$ cat config.mk
export PLATFORM = sky130hd
export DESIGN_NAME = fetch_prefetch_buffer
export DESIGN_NICKNAME = d
export VERILOG_FILES = /design/src/rtl/fetch_prefetch_buffer.sv
export SDC_FILE = /design/constraint.sdc
export NUM_CORES = 1
export LEC_CHECK = 0
export BUFFER_PORTS_ARGS = -buffer_cell sky130_fd_sc_hd__buf_2
export CORE_ASPECT_RATIO = 0.8
export CORE_UTILIZATION = 50
export DETAILED_ROUTE_END_ITERATION = 6
export PLACE_DENSITY = 0.71
export SYNTH_ARGS = -nofsm -noshare
export SYNTH_HDL_FRONTEND = slang
export SYNTH_SLANG_ARGS = --single-unit
$ cat constraint.sdc
create_clock -name clk_i -period 4.25 [get_ports clk_i]
set_input_delay 1.275 -clock clk_i [delete_from_list [all_inputs] [get_ports clk_i]]
set_output_delay 1.275 -clock clk_i [all_outputs]
set_load 0.01 [all_outputs]
$ cat src/rtl/fetch_prefetch_buffer.sv
// Sequential instruction-byte prefetcher: walks the ROM address, buffers {byte, addr}
// pairs in a small FIFO for the core, and flushes/refetches on a redirect.
module fetch_prefetch_buffer #(
    parameter int ADDR_W = 12,
    parameter int DATA_W = 8,
    parameter int DEPTH = 4,
    parameter logic [ADDR_W-1:0] RESET_PC = 12'h000
) (
    input  logic                       clk_i,
    input  logic                       reset_i,
    output logic [ADDR_W-1:0]          rom_addr_o,
    input  logic [DATA_W-1:0]          rom_data_i,
    input  logic                       redir_valid_i,
    input  logic [ADDR_W-1:0]          redir_addr_i,
    output logic                       byte_valid_o,
    input  logic                       byte_ready_i,
    output logic [DATA_W-1:0]          byte_data_o,
    output logic [ADDR_W-1:0]          byte_addr_o,
    output logic [$clog2(DEPTH):0]     count_o
);

    localparam int PTR_W = $clog2(DEPTH);
    localparam int CNT_W = PTR_W + 1;

    logic [ADDR_W-1:0] fptr_q, fptr_d;
    logic [PTR_W-1:0]  rd_q, rd_d;
    logic [PTR_W-1:0]  wr_q, wr_d;
    logic [CNT_W-1:0]  cnt_q, cnt_d;
    logic [DATA_W-1:0] mem_data_q [DEPTH];
    logic [ADDR_W-1:0] mem_addr_q [DEPTH];
    logic              push_s;
    logic              pop_s;

    assign rom_addr_o   = fptr_q;
    assign byte_valid_o = (cnt_q != {CNT_W{1'b0}});
    assign byte_data_o  = mem_data_q[rd_q];
    assign byte_addr_o  = mem_addr_q[rd_q];
    assign count_o      = cnt_q;

    // Handshake qualification and next-state pointers; a redirect cancels both push and pop.
    always_comb begin
        pop_s  = 1'b0;
        push_s = 1'b0;
        fptr_d = fptr_q;
        rd_d   = rd_q;
        wr_d   = wr_q;
        cnt_d  = cnt_q;
        if (redir_valid_i) begin
            fptr_d = redir_addr_i;
            rd_d   = {PTR_W{1'b0}};
            wr_d   = {PTR_W{1'b0}};
            cnt_d  = {CNT_W{1'b0}};
        end else begin
            pop_s  = byte_valid_o & byte_ready_i;
            // A full FIFO can still accept a byte when the head leaves in the same cycle.
            push_s = (cnt_q < CNT_W'(DEPTH)) | pop_s;
            if (push_s) begin
                fptr_d = fptr_q + ADDR_W'(1);
                wr_d   = wr_q + PTR_W'(1);
            end else begin
                fptr_d = fptr_q;
                wr_d   = wr_q;
            end
            if (pop_s) begin
                rd_d = rd_q + PTR_W'(1);
            end else begin
                rd_d = rd_q;
            end
            case ({push_s, pop_s})
                2'b10:   cnt_d = cnt_q + CNT_W'(1);
                2'b01:   cnt_d = cnt_q - CNT_W'(1);
                default: cnt_d = cnt_q;
            endcase
        end
    end

    // Pointer, occupancy and fetch-address registers.
    always_ff @(posedge clk_i) begin
        if (reset_i) begin
            fptr_q <= RESET_PC;
            rd_q   <= {PTR_W{1'b0}};
            wr_q   <= {PTR_W{1'b0}};
            cnt_q  <= {CNT_W{1'b0}};
        end else begin
            fptr_q <= fptr_d;
            rd_q   <= rd_d;
            wr_q   <= wr_d;
            cnt_q  <= cnt_d;
        end
    end

    // FIFO storage; cleared on reset so the head reads as zero.
    always_ff @(posedge clk_i) begin
        if (reset_i) begin
            for (int i = 0; i < DEPTH; i++) begin
                mem_data_q[i] <= {DATA_W{1'b0}};
                mem_addr_q[i] <= {ADDR_W{1'b0}};
            end
        end else if (push_s) begin
            mem_data_q[wr_q] <= rom_data_i;
            mem_addr_q[wr_q] <= fptr_q;
        end else begin
            mem_data_q[wr_q] <= mem_data_q[wr_q];
            mem_addr_q[wr_q] <= mem_addr_q[wr_q];
        end
    end

endmodule
---- Word-level counts from Yosys, hierarchy flattened ----
Memory sizes are Yosys's and may differ from the RTL's. A register that Yosys moved wholly into a read port is not among the register bits.
Cells that the tools add are included.
cells by class
  add/subtract/negate cells ............... 5
  order comparisons ....................... 1
  equality and inequality tests ........... 3
  muxes and demuxes ....................... 24
  bitwise gates (word level) .............. 4
  reduce and logical (&&, ||, !) cells .... 7
operators by type and width
  cell                   count
  $mux 12                4
  $mux 8                 2
  $add 12x1->12 const B  1
  $mux 2                 6
  $reduce_or 12->1       1
  $mux 1                 11
  $reduce_or 8->1        1
  $pmux 3 s2             1
  $add 2x1->2 const B    2
  $reduce_bool 2->1      2
  $add 3x1->3 const B    1
  $lt 3x3->1 const B     1
  $or 1x1->1             3
  $reduce_bool 3->1      1
  $sub 3x1->3 const B    1
  $eq 2x1->1 const B     1
  $eq 2x2->1 const B     1
  $reduce_and 2->1       1
  $reduce_or 2->1        1
  $and 1x1->1            1
  $ne 0x0->1             1
word-level totals
  register bits ........................... 19
  bits in writable memories ............... 80
  input bits .............................. 24
  memories kept ........................... 2
memories
  memory      depth  width  rd ports  clocked after memory_dff  write ports  RTL line  source
  mem_addr_q  4      12     1         1                         4            30        logic [ADDR_W-1:0] mem_addr_q [DEPTH];
  mem_data_q  4      8      1         1                         4            29        logic [DATA_W-1:0] mem_data_q [DEPTH];

---- Depth between registers and ports, before layout ----
Gate-level depths: netlist (run 1).
  depth after elaboration ................. 11
  gate-level depth with buffers ........... 6

---- Worst setup path after synthesis (run 1) ----
OpenSTA, ideal clock, no wires.
  path kind ............................... input to register
  from .................................... input port reset_i
  to ...................................... memory mem_addr_q[0][0] (enable)
  setup time .............................. 346 ps
  data arrival time ....................... 2128 ps
  required time ........................... 3904 ps
  slack ................................... 1776 ps
  stages .................................. 5
  path through ............................ buf_2 nor2_2 nand2_1 nor3_2 or2_2
RTL lines
  item             RTL line  source
  start, declared  10        input logic reset_i,
  end, declared    30

==> impl_metrics.toml, run 1 <==
[outcome]
outcome = "finished clean"

[final_layout]
finish.net_count = 401
stdcell_count = 491
final_layout_size_suffix_gt1_share_pct = 28.5
ant_diodes = 0
fillerInstances = 685
layout-area-overhead-vs-synth_pct = 13.0

[die]
ios = 60
die_w_microns = 108
floorplan.rows = 30
fp.coreArea_sq_um = 8600
initial_utilization_pct = 52.0
die_y_microns = 86.6
die_area_sq_um = 9330

[routing]
drt.antenna.violating_nets = 0
routed_wirelength_mm = 8.51
vias = 2643
vias_per_cell = 5.38
drt_iter0_markers = 108
detail_route.drc_violations = 0
drt_pass1_iterations = 4
wl_per_cell_microns = 17.3

[timing]
final-max-slew-violation-count = 0
final-setup-viol-count = 0
finalHoldViolations = 0
timing_worst_slew_pin_value_ps = 637
maxClockFrequency_mhz = 326
worst_slew_margin_relative_to_its_limit_pct = 57.5
rsz_0062_raised_after_global_routing = "false"
post-route-period-util_pct = 72.1
worst_clock_skew_ps = 8.68
worst_slack_ps = 1190
period_minus_slack_ps = 3060
finalSetupTns_ps = 0

[yosys]
synth.net_count = 347
synthMostInstantiatedCell = "edfxtp_1"
synth_top_area_cell = "edfxtp_1"
ranking_of_synthesized_cells_by_instance_count = "edfxtp_1 (80), and2_1 (62), and3_1 (23), dfxtp_1 (21), nor2_1 (21)"
asyncSetResetFlopFracSynth_pct = 0
synth-seq-area-share_pct = 63.1
postSynthCellCount = 321
synth.cell_area_sq_um = 4470
avgSynthCellArea_sq_um = 13.9
post_synth_edffs = 80
ys_warn_count = 0
synth.ff_latch_count = 101
ys_dominant_reg_cell = "edfxtp_1"
ys_top_cells_by_area = "edfxtp_1 (54%), mux4_2 (10%), dfxtp_1 (9.4%)"
synth.distinct_cells = 33
synthDominantCellAreaShare_pct = 53.7

[worst_setup_path]
worst_setup_path_end_kind = "output pin"
setup.worst_path.start_class = "flip-flop"
timing.critical_path.slowest_stage_cell = "mux4_2"
slowest_stage_delay_cp_ps = 590
crit_arrival_ps = 1790
cp_cell_sequence = "buf_4 > mux4_2 > buf_2"
worst-path-max-fanout = 20
critPathRequiredTime_ps = 2970
criticalPathCategory = "flip-flop to output pin"

[placement]
number_of_instances_in_the_placed_design = 476
gp_congestion = 0.771
dp_hpwl_mm = 5.35
post_place_setup_slack_ps = 1040
port_buffers = 59

[global_routing]
grt_util_all_layers_pct = 19.7
first_global_vias = 2635
grt_first_pass_wirelength_mm = 13.5
grt_antenna_before_repair = 0
gr-total-overflow = 0
grt_start_max_net_pins = 33

[cts]
max-clock-path-buffers = 2
clock_sinks = 101
cts-root-buf = "clkbuf_8"
postCtsResizedCells = 0
cts_htree_levels = 3
cts_tree = "done"
cts.repair_timing.setup_buffer_count = 0
holdBufCountCts = 0
clk_transition_reported_paths_ps = 90
source_to_sink_clock_delay_at_the_later_pin_of_the_worst_skew_pair_ps = 360
cts_inserted_buffers = 9

[power]
design_power_total_mw = 1.92
combinationalPowerShare_pct = 9.7
ir_worst_vdd_mv = 0.169
power.switching_fraction_pct = 23.3
p_sw_uw = 448
pwr_density_cell_nw_per_um2 = 380
clock_network_fraction_of_total_power_pct = 30.1
p_int_mw = 1.47
share_seq_of_total_power_pct = 60.2
leakage_power_total_nw = 2.00

[hold_path]
hold_class = "flip-flop to flip-flop"

[flow_run]
drv_cap = 0
-- state kept, by name, summed over array words and instances (netlist names), named ones only --
register / flops
rd_q: 2
mem_addr_q: 48
wr_q: 2
count_o: 3
rom_addr_o: 12
mem_data_q: 32
-- layout by cell type (no fill, tap or decap), drive strengths merged, types with 3 or more instances in the layout --
cell type | synthesis | routed
edfxtp | 80 | 80
nor2 | 22 | 22
clkinv | 0 | 3
clkbuf | 17 | 9
nand3 | 4 | 4
mux4 | 20 | 20
nand4 | 6 | 6
nand2 | 7 | 7
buf | 6 | 66
xor2 | 11 | 11
dfxtp | 21 | 21
nor3 | 3 | 3
a31o | 3 | 3
and2 | 62 | 62
a21oi | 3 | 3
inv | 5 | 5
a211oi | 10 | 10
and3 | 23 | 23
xnor2 | 4 | 4
-- layout make-up --
class | instances | area [sq um] | area share [%]
sequential | 101 | 2820 | 55.9
multi-input combinational | 192 | 1530 | 30.3
timing repair buffer | 66 | 348 | 6.89
tap | 112 | 140 | 2.77
clock buffer | 9 | 124 | 2.45
clock inverter | 6 | 65.1 | 1.29
inverter | 5 | 18.8 | 0.372
-- cells by family after synthesis --
kind of cell	after synthesis	share of synthesized area (%)
buffers and inverters	28	2.57
adder cells (fa/ha/maj)	2	0.728
XOR/XNOR	15	2.94
other	1	0.0839
AND/OR/NAND/NOR	134	17.2
multiplexers	20	10.1
flip-flops	101	63.1
AO/OA/AOI/OAI	20	3.25
-- worst paths after layout --
| path | slack [ps] | endpoint | cells after the start | start |
|---|---|---|---|---|
| hold reg to reg | 530 | flip-flop | 2 | rd_q[1] |
| setup / recovery | 1190 | byte_addr_o[1] | 3 | flip-flop |
| setup reg to reg | 2110 | mem_data_q[0][6] | 6 | count_o[2] |
| hold / removal | 530 | flip-flop | 2 | rd_q[1] |
-- critical path, delay by kind of cell (launching register included) --
family / cells / cell delay [ps]
flip-flops: 1 / 320
buffers and inverters: 2 / 530
multiplexers: 1 / 590
-- through the flow --
stage	hold slack, ps	area, sq um	util [%]
3_3_place_gp	510	4860	56.6
3_5_place_dp	520	4860	56.6
2_1_floorplan	485	4470	-
6_report	535	5050	58.8
4_1_cts	546	5050	58.8
5_1_grt	562	5050	58.8
-- metal layers --
layer | part of all wire, % | global-route usage [%] | routed length (microns) | up-vias
met5 | 0 | 0 | 0 | -
met4 | 0.96 | 5.23 | 82 | 0
met3 | 5.8 | 5.11 | 497 | 7
met2 | 48 | 32.1 | 4060 | 75
met1 | 46 | 26.6 | 3870 | 1286
li1 | - | - | - | 1275
-- power by group through the flow --
stage / registers [mW] / clock network, mW / logic, mW
after CTS: 1.16 / 0.595 / 0.189
after global routing: 1.16 / 0.629 / 0.206
after detailed placement: 1.18 / 0 / 0.189
final: 1.16 / 0.579 / 0.186
after floorplan: 1.17 / 0 / 0.119
after global placement: 1.18 / 0 / 0.185
No activity file was read; power rests on OpenSTA's default activity.
==> run 2, diff against run 1 <==
==> constraint.sdc (replaced) <==
create_clock -name clk_i -period 3 [get_ports clk_i]
set_input_delay 0.9 -clock clk_i [delete_from_list [all_inputs] [get_ports clk_i]]
set_output_delay 0.9 -clock clk_i [all_outputs]
set_load 0.01 [all_outputs]
==> impl_metrics.toml, run 2 (same netlist as run 1, synthesis figures left out) <==
[routing]
routed_wirelength_mm = 8.55
drt_iter0_markers = 145
vias_per_cell = 5.32
detail_route.drc_violations = 0
wl_per_cell_microns = 17.3
vias = 2628
drt_pass1_iterations = 4
drt.antenna.violating_nets = 0

[timing]
finalHoldViolations = 0
holdWs_ps = 529
final-max-slew-violation-count = 0
timing_worst_slew_pin_value_ps = 632
period_minus_slack_ps = 2680
worst_slack_ps = 325
worst_clock_skew_ps = 6.04
post-route-period-util_pct = 89.2
maxClockFrequency_mhz = 374
final-setup-viol-count = 0
worst_slew_margin_relative_to_its_limit_pct = 57.9
finalSetupTns_ps = 0
rsz_0062_raised_after_global_routing = "false"

[global_routing]
first_global_vias = 2734
gr-total-overflow = 0
grt_start_max_net_pins = 32
grt_util_all_layers_pct = 20.3
grt_antenna_before_repair = 0
grt_first_pass_wirelength_mm = 13.8

[hold_path]
hold_class = "flip-flop to flip-flop"
hold_path_depth = 2
hold_path.startpoint = "rd_q[1]"

[worst_setup_path]
setup.worst_path.start_class = "flip-flop"
critPathRequiredTime_ps = 2100
worstSetupEndpoint = "byte_addr_o[3]"
worst_setup_path_end_kind = "output pin"
worst-path-max-fanout = 20
regToRegEndpoint = "mem_addr_q[2][4]"
criticalPathCategory = "flip-flop to output pin"
setup.reg_to_reg.worst_slack_ps = 1190
r2r.worst_path.cells = 4
r2r_start = "count_o[2]"
crit_arrival_ps = 1780

[final_layout]
most-common-layout-cells = "edfxtp_1 (80), and2_1 (62), buf_2 (59)"
number_of_flip_flops_in_the_largest_register = 48
final_design_area_no_fill_sq_um = 5070
final_core_utilization_pct = 59.0
layout-area-overhead-vs-synth_pct = 13.5
final_common_cell = "edfxtp_1"
stdcell_count = 494
top_register = "mem_addr_q"
ant_diodes = 0
final_layout_size_suffix_gt1_share_pct = 28.8
finish.net_count = 403

[placement]
number_of_instances_in_the_placed_design = 478
dp_hpwl_mm = 5.26
gp_congestion = 0.759
post_place_setup_slack_ps = 589
port_buffers = 59
post_dp_cell_area_sq_um = 4880

[cts]
clock_sinks = 101
cts.repair_timing.setup_buffer_count = 0
cts-root-buf = "clkbuf_8"
cts_tree = "done"
max-clock-path-buffers = 2
cts_htree_levels = 3
clk_transition_reported_paths_ps = 90
source_to_sink_clock_delay_at_the_later_pin_of_the_worst_skew_pair_ps = 360
postCtsResizedCells = 0
holdBufCountCts = 0
cts_inserted_buffers = 9

[power]
design_power_total_mw = 2.75
pwr_density_cell_nw_per_um2 = 542
ir_worst_vdd_mv = 0.330
leakage_power_total_nw = 2.01

[die]
die_w_microns = 108
initial_utilization_pct = 52.0
floorplan.rows = 30
die_y_microns = 86.6
die_area_sq_um = 9330
fp.coreArea_sq_um = 8600
ios = 60

[outcome]
outcome = "finished clean"

[flow_run]
drv_cap = 0
## run 2: worst min-delay path by stage
stage	to	slack, ps
2_1_floorplan	flip-flop	480
6_report	rd_q[1]	530
3_5_place_dp	flip-flop	520
4_1_cts	rd_q[1]	540
3_3_place_gp	flip-flop	510
5_1_grt	rd_q[1]	580
## run 2: metal layers
metal,vias to the layer above,track usage (%),share of wire [%]
li1,1281,-,-
met1,1278,27.1,46
met2,65,33.6,48
met3,4,5.34,5.2
met4,0,4.48,0.58
met5,-,0,0
## run 2: final cells by class
type,count,area [sq um]
clock buffers,9,124
clock inverters,7,73.8
fillers,688,3520
inverters,5,18.8
multi-input cells,192,1530
flip-flops and latches,101,2820
well taps,112,140
repair buffers,68,363
## run 2: power breakdown
part | total [mW] | internal [mW] | leakage (nW) | switching, mW
registers | 1.63 | 1.59 | 1.01 | 0.0463
logic | 0.268 | 0.120 | 0.913 | 0.148
clock network | 0.849 | 0.388 | 0.0899 | 0.460
total | 2.75 | 2.10 | 2.01 | 0.654
## run 2: worst max-delay path, cell delays in order, from the launching register on
cell and delay, ps:
dfxtp_1 320, buf_4 370, mux4_2 570, buf_2 160
==> run 3, diff against run 2 <==
--- a/config.mk
+++ b/config.mk
@@ -5,11 +5,13 @@
 export SDC_FILE = /design/constraint.sdc
 export NUM_CORES = 1
 export LEC_CHECK = 0
+export ABC_CLOCK_PERIOD_IN_PS = 3000
 export BUFFER_PORTS_ARGS = -buffer_cell sky130_fd_sc_hd__buf_2
 export CORE_ASPECT_RATIO = 0.8
 export CORE_UTILIZATION = 50
 export DETAILED_ROUTE_END_ITERATION = 6
 export PLACE_DENSITY = 0.71
+export RECOVER_POWER = 100
 export SYNTH_ARGS = -nofsm -noshare
 export SYNTH_HDL_FRONTEND = slang
 export SYNTH_SLANG_ARGS = --single-unit
==> impl_metrics.toml, run 3 (same netlist as run 1, synthesis figures left out) <==
[routing]
drt.antenna.violating_nets = 0
route.met3.wl_microns = 409
top_signal_layer_used = "met4"
vias_per_cell = 5.36
route.layer.met1.wl_mm = 4.03
routed_wirelength_mm = 8.62
vias = 2649
drt_pass1_iterations = 4
detail_route.drc_violations = 0
drt_iter0_markers = 93
wl_per_cell_microns = 17.4
wl_met2_mm = 4.13

[die]
die_w_microns = 108
fp.coreArea_sq_um = 8600
ios = 60
die_y_microns = 86.6
initial_utilization_pct = 52.0
die_area_sq_um = 9330
floorplan.rows = 30

[cts]
holdBufCountCts = 0
cts-root-buf = "clkbuf_8"
cts_htree_levels = 3
cts.repair_timing.setup_buffer_count = 0
clock_sinks = 101
cts_tree = "done"
clk_transition_reported_paths_ps = 90
cts_inserted_buffers = 9
postCtsResizedCells = 0
max-clock-path-buffers = 2
source_to_sink_clock_delay_at_the_later_pin_of_the_worst_skew_pair_ps = 360

[placement]
gp_congestion = 0.759
dp_hpwl_mm = 5.26
number_of_instances_in_the_placed_design = 478
port_buffers = 59

[final_layout]
fillerInstances = 711
number_of_flip_flops_in_the_largest_register = 48
top_register = "mem_addr_q"
most-common-layout-cells = "edfxtp_1 (80), clkbuf_1 (43), and2_0 (34)"
finish.net_count = 403
final_core_utilization_pct = 58.2
layout-area-overhead-vs-synth_pct = 11.9
final_common_cell = "edfxtp_1"
final_layout_size_suffix_gt1_share_pct = 16.0
ant_diodes = 0
stdcell_count = 494

[timing]
final-setup-viol-count = 0
period_minus_slack_ps = 2720
rsz_0062_raised_after_global_routing = "false"
worst_clock_skew_ps = 6.53
maxClockFrequency_mhz = 368
finalHoldViolations = 0
finalSetupTns_ps = 0
worst_slew_margin_relative_to_its_limit_pct = 9.87
post-route-period-util_pct = 90.5
timing_worst_slew_pin_value_ps = 1350
final-max-slew-violation-count = 0

[worst_setup_path]
criticalPathCategory = "flip-flop to output pin"
setup.worst_path.start_class = "flip-flop"
worst-path-max-fanout = 20
worst_setup_path_end_kind = "output pin"
critPathRequiredTime_ps = 2100
crit_arrival_ps = 1820

[power]
power.switching_fraction_pct = 24.0
ir_worst_vdd_mv = 0.326
clock_network_fraction_of_total_power_pct = 31.0
design_power_total_mw = 2.74
share_seq_of_total_power_pct = 59.8
pwr_density_cell_nw_per_um2 = 548
combinationalPowerShare_pct = 9.2
p_int_mw = 2.08
leakage_power_total_nw = 1.82
p_sw_uw = 657

[global_routing]
grt_antenna_before_repair = 0
first_global_vias = 2734
gr-total-overflow = 0
grt_start_max_net_pins = 32
grt_util_all_layers_pct = 20.3
grt_first_pass_wirelength_mm = 13.8

[hold_path]
hold_class = "flip-flop to flip-flop"

[outcome]
outcome = "finished clean"

[flow_run]
drv_cap = 0
[run 3: cell types whose count changed in the layout (fill, tap and decap cells not counted), sizes merged]
| cell | change |
|---|---|
| buf | -44 |
| clkbuf | +44 |
[run 3: per-layer routing]
metal / global-route usage (%) / up-vias
li1: - / 1277
met1: 27.1 / 1298
met2: 33.6 / 70
met3: 5.34 / 4
met4: 4.48 / 0
met5: 0 / -
[run 3: final timing paths]
kind / slack [ps] / to / start / cells after the start
max reg2reg: 760 / rom_addr_o[9] / count_o[2] / 5
min reg2reg: 530 / rd_q[1] / rd_q[1] / 2
max: 280 / byte_addr_o[10] / flip-flop / 3
min: 530 / rd_q[1] / rd_q[1] / 2
[run 3: final cells by class]
type                       count  area, sq um  area share (%)
clock buffer                   9          124            2.48
clock inverter                 7         73.8            1.48
inverter                       5         18.8           0.375
multi-input combinational    192         1530            30.5
sequential                   101         2820            56.4
tap                          112          140            2.80
timing repair buffer          68          294            5.88
[run 3: stage by stage]
step	hold slack (ps)	cell area [sq um]	setup WS, ps
4_1_cts	541	5070	269
3_3_place_gp	508	4880	650
2_1_floorplan	485	4470	901
6_report	529	5000	284
5_1_grt	580	5000	154
3_5_place_dp	515	4880	589
[run 3: worst max-delay path, cell delays in order (launching register included)]
cell and delay (ps):
dfxtp_1 310, clkbuf_4 420, mux4_2 580, clkbuf_1 140
[run 3: power groups by stage]
stage | Clock (mW) | Sequential [mW] | Combinational (mW)
final | 0.849 | 1.64 | 0.253
after global routing | 0.917 | 1.65 | 0.283
after CTS | 0.872 | 1.64 | 0.274
after detailed placement | 0 | 1.67 | 0.273
after global placement | 0 | 1.66 | 0.268
after floorplan | 0 | 1.66 | 0.168
